File: src/rtl/mem_pkg.sv
// Shared types and defaults for the single-port RAM block.
package mem_pkg;
  localparam int DEF_DEPTH = 32;
  localparam int DEF_WIDTH = 8;

  function automatic int addr_w(input int depth);
    return $clog2(depth);
  endfunction

  localparam int DEF_ADDR_W = addr_w(DEF_DEPTH);

  typedef logic [DEF_WIDTH-1:0]  word_t;
  typedef logic [DEF_ADDR_W-1:0] addr_t;
endpackage

File: src/rtl/mem_if.sv
// Memory bus: the test side is master, the RAM is slave.
interface mem_if
  import mem_pkg::*;
#(
  parameter int DEPTH = DEF_DEPTH,
  parameter int WIDTH = DEF_WIDTH
);
  localparam int ADDR_W = addr_w(DEPTH);

  logic              read;
  logic              write;
  logic [ADDR_W-1:0] addr;
  logic [WIDTH-1:0]  data_in;
  logic [WIDTH-1:0]  data_out;

  modport master (output read, write, addr, data_in, input data_out);
  modport slave  (input read, write, addr, data_in, output data_out);
endinterface

File: src/rtl/mem_array.sv
// Storage array: clocked write port, combinational read, async clear.
module mem_array
  import mem_pkg::*;
#(
  parameter int DEPTH = DEF_DEPTH,
  parameter int WIDTH = DEF_WIDTH,
  localparam int ADDR_W = addr_w(DEPTH)
) (
  input  logic              clk,
  input  logic              rst_n,
  input  logic              we,
  input  logic [ADDR_W-1:0] addr,
  input  logic [WIDTH-1:0]  wdata,
  output logic [WIDTH-1:0]  rdata
);
  logic [WIDTH-1:0] words [DEPTH];
  logic             in_range;

  // Only a non-power-of-2 depth leaves unused address codes to guard.
  generate
    if ((1 << ADDR_W) == DEPTH) begin : g_full
      assign in_range = 1'b1;
    end else begin : g_partial
      assign in_range = addr < ADDR_W'(DEPTH);
    end
  endgenerate

  always_ff @(posedge clk or negedge rst_n) begin
    if (!rst_n) begin
      for (int i = 0; i < DEPTH; i++) words[i] <= '0;
    end else if (we && in_range) begin
      words[addr] <= wdata;
    end
  end

  assign rdata = in_range ? words[addr] : '0;
endmodule

File: src/rtl/mem.sv
// Single-port synchronous RAM with registered read data.
module mem
  import mem_pkg::*;
#(
  parameter int DEPTH = DEF_DEPTH,
  parameter int WIDTH = DEF_WIDTH
) (
  input  logic  clk,
  input  logic  rst_n,
  mem_if.slave  bus
);
  logic [WIDTH-1:0] rdata;

  mem_array #(.DEPTH(DEPTH), .WIDTH(WIDTH)) u_array (
    .clk   (clk),
    .rst_n (rst_n),
    .we    (bus.write),
    .addr  (bus.addr),
    .wdata (bus.data_in),
    .rdata (rdata)
  );

  // rdata reflects the pre-write contents, so read+write returns old data.
  always_ff @(posedge clk or negedge rst_n) begin
    if (!rst_n)        bus.data_out <= '0;
    else if (bus.read) bus.data_out <= rdata;
  end
endmodule

File: src/flat_wrapper.sv
// flat-port wrapper written by rule: the top's interface ports become plain ports
module mem_flat import mem_pkg::*;
#(
  parameter int DEPTH = DEF_DEPTH,
  parameter int WIDTH = DEF_WIDTH
)
  (clk, rst_n, bus_read, bus_write, bus_addr, bus_data_in, bus_data_out);
  mem_if #(.DEPTH(DEPTH), .WIDTH(WIDTH)) bus_i ();
  input  logic clk;
  input  logic rst_n;
  input wire logic [$bits(bus_i.read)-1:0] bus_read;
  input wire logic [$bits(bus_i.write)-1:0] bus_write;
  input wire logic [$bits(bus_i.addr)-1:0] bus_addr;
  input wire logic [$bits(bus_i.data_in)-1:0] bus_data_in;
  output wire logic [$bits(bus_i.data_out)-1:0] bus_data_out;
  assign bus_i.read = bus_read;
  assign bus_i.write = bus_write;
  assign bus_i.addr = bus_addr;
  assign bus_i.data_in = bus_data_in;
  assign bus_data_out = bus_i.data_out;
  mem #(.DEPTH(DEPTH), .WIDTH(WIDTH)) u_core (.clk(clk), .rst_n(rst_n), .bus(bus_i));
endmodule
File: config.mk
export PLATFORM = sky130hd
export DESIGN_NAME = mem_flat
export DESIGN_NICKNAME = d
export VERILOG_FILES = /design/src/rtl/mem_pkg.sv /design/src/rtl/mem_if.sv /design/src/rtl/mem_array.sv /design/src/rtl/mem.sv /design/src/flat_wrapper.sv
export SDC_FILE = /design/constraint.sdc
export NUM_CORES = 1
export LEC_CHECK = 0
export CORE_MARGIN = 4
export CORE_UTILIZATION = 55
export CTS_CLUSTER_DIAMETER = 200
export CTS_CLUSTER_SIZE = 14
export DETAILED_ROUTE_END_ITERATION = 16
export PLACE_DENSITY = 0.72
export SLEW_MARGIN = 20
export SYNTH_ARGS = -nofsm -noshare
export SYNTH_HDL_FRONTEND = slang
export SYNTH_SLANG_ARGS = --single-unit
File: constraint.sdc
create_clock -name clk -period 2.1 [get_ports clk]
set_clock_uncertainty 0.1 [all_clocks]
set_input_delay 0.42 -clock clk [delete_from_list [all_inputs] [get_ports clk]]
set_output_delay 0.42 -clock clk [all_outputs]
set_load 0.02 [all_outputs]
==> run metrics <==
total power 12.6 mW; met3 WL 1410 um; Synth async-reset ratio 100%; Worst Path Required 1.58 ns; via count 7264; Data arrival, critical path 1.53 ns; Slew Viols, Final 0; Max stage delay on crit path 0.62 ns; nets@finish 903; port bufs 24; Reg clk slew, reported paths 0.07 ns; CTS Root Cell clkbuf_16; dpl hpwl 20100 um; switching share of power 26.0%; Static Leak 6.43 nW; Die X 158 um; gpl congestion 0.844; Max Clk Rate 487 MHz; max-cap violations 0; syn_nets 818; layout cell share with drive strength beyond 1 52.9%; slowest cell on the critical path clkdlybuf4s50_1; Die Y 158 um; Worst Tran Pin Value 0.539 ns; worst-case reg-to-reg path depth 4; status finished, final reports clean; Critical Path Fanout Max 2; met2 WL post-DR 14400 um; starting DRC count in detailed routing 564; first-pass GRT wire length 47600 um; switching power 3.28 mW; flops & latches, synth 264; CP top delay family buffers and inverters; DRC Markers 0; Avg WL per Cell 25.1 um; WP depth 1; Slew HR 64.1%; dominant synthesized flop cell dfrtp_1; Period minus WS final 2.05 ns; I/O pins 25; final hold vios 0; most frequent cells in the layout 264 x dfrtp_1, 259 x mux2_2, 71 x buf_4, 48 x mux4_2, 25 x buf_12; antenna violations before repair 0; Clock Path Buffers 3; RR Endpoint u_core.bus.data_out[2]; number of CTS-inserted buffers 22; GRT Overall Usage 24.9%; drt pass-1 iters 5; Syn. warnings 0; # diodes 0; initial core utilization 56.3%; area added between synthesis and finish 15.1%; Routed WL 29300 um; RSZ-0062 raised after global routing false; Synth top area share 53.3%; core footprint 22000 um^2; Pint 9.34 mW; commonest non-fill, non-tap cell in the layout dfrtp_1; vias per inst 6.23; CP Launch Type flip-flop; top sig layer met4; Post CTS Setup Buffer Count 0; EDFF count, synth 0; post-synthesis sequential area ratio 53.3%; # rows 54; CTS tree yes; critical path cell sequence clkdlybuf4s50_1; Worst Hold Class input port to asynchronous set/reset pin; Post-DRT Antenna Nets 0; hold_ws 0.280 ns; critical path class flip-flop to output pin; VDD IR-drop max 0.560 mV; Syn Inst Count 801; GRT overflow 0; synth top area cells dfrtp_1 53%, mux2_2 24%, mux4_2 8.7%; register area 6610 um^2; sequential share of power 52.3%; pwr dens 884 nW/um^2; vias in the first global route 8102; CTS H-tree depth 1; footprint of the multi-input gates 5460 um^2; FILL cells 1548; ratio of final minimum period to clock period 97.7%; CP bufs+invs 1; area of the die 25000 um^2; combinational share of power 18.7%; CTS sink cnt 264; clock share of power 29.1%; Avg Cell Area, Syn 15.5 um^2; r2r startpoint u_core.u_array.words[82]; Worst setup EP type output pin; worst skew pair latency 0.54 ns; R2R setup slack 0.20 ns; # setup viols final 0; WL met1 12500 um; largest net degree at the start of global routing 81; synth unique cells 51; post-synth design cell area 12400 um^2; Yosys top cell by area dfrtp_1
==> cell families after synthesis <==
logic type / count (synthesis) / synth area share (%)
mux: 338 / 35.3
buf+inv: 61 / 2.72
simple gates: 90 / 5.96
flops: 264 / 53.3
compound gates: 48 / 2.76
==> through the flow <==
| step | instance area [um^2] | setup TNS [ns] | instances | utilization, % | setup slack, ns |
|---|---|---|---|---|---|
| 2_1_floorplan | 12400 | 0 | 801 | - | 0.0837 |
| 3_3_place_gp | 13700 | -73.20 | 1141 | 62.1 | -0.396 |
| 3_5_place_dp | 13700 | -73.99 | 1141 | 62.1 | -0.419 |
| 4_1_cts | 14300 | 0 | 1166 | 64.8 | 0.00982 |
| 5_1_grt | 14300 | 0 | 1166 | 64.8 | 0.00504 |
| 6_report | 14300 | 0 | 1166 | 64.8 | 0.0479 |
==> flip-flops by register name (all words and copies together), names as in the netlist <==
signal / count
u_core.bus.data_out: 8
u_core.u_array.words: 256
==> what timing repair did <==
action,CTS,global route
setup endpoints to repair,3,3
hold buffers,1,0
endpoints found under the hold margin,32,0
resized for setup,3,3
==> power groups by stage <==
stage	registers [mW]	logic (mW)	clock network, mW
CTS	6.59	2.38	3.73
detailed placement	6.68	2.37	0
finish	6.59	2.35	3.67
global route	6.70	2.55	3.94
global placement	6.58	2.27	0
floorplan	6.48	1.63	0
==> metal layers <==
metal	track usage, %	up-vias
met3	3.99	57
met1	34.6	3882
met5	0	-
met4	7.23	0
li1	-	3147
met2	41.0	178
==> worst max-delay path by stage <==
stage / startpoint / endpoint / slack, ns
4_1_cts: u_core.bus.data_out[7] / bus_data_out[7] / 0.01
3_3_place_gp: bus_addr[2] / u_core.u_array.words[204] / -0.40
3_5_place_dp: bus_addr[2] / u_core.u_array.words[206] / -0.42
5_1_grt: u_core.bus.data_out[2] / bus_data_out[2] / 0.005
6_report: u_core.bus.data_out[3] / bus_data_out[3] / 0.05
2_1_floorplan: bus_addr[0] / u_core.u_array.words[192] / 0.08
==> final cells by class <==
cell class	count	share of cell area, %
clock buffers	23	3.95
clock inverters	1	0.114
inverters	2	0.0526
multi-input cells	476	38.2
flip-flops and latches	264	46.3
well taps	280	2.45
repair buffers	120	8.95
==> cell usage after synthesis (all sizes together) (4+ instances only) <==
cell    instances
dfrtp         264
mux2          262
mux4           52
nor2           36
clkbuf         33
buf            26
mux2i          24
nand2          17
nand3           9
o21ai           9
a31oi           6
nor3            6
a22oi           5
nand3b          5
a41oi           4
nor2b           4
o22ai           4
No activity file was read; power rests on OpenSTA's default activity.
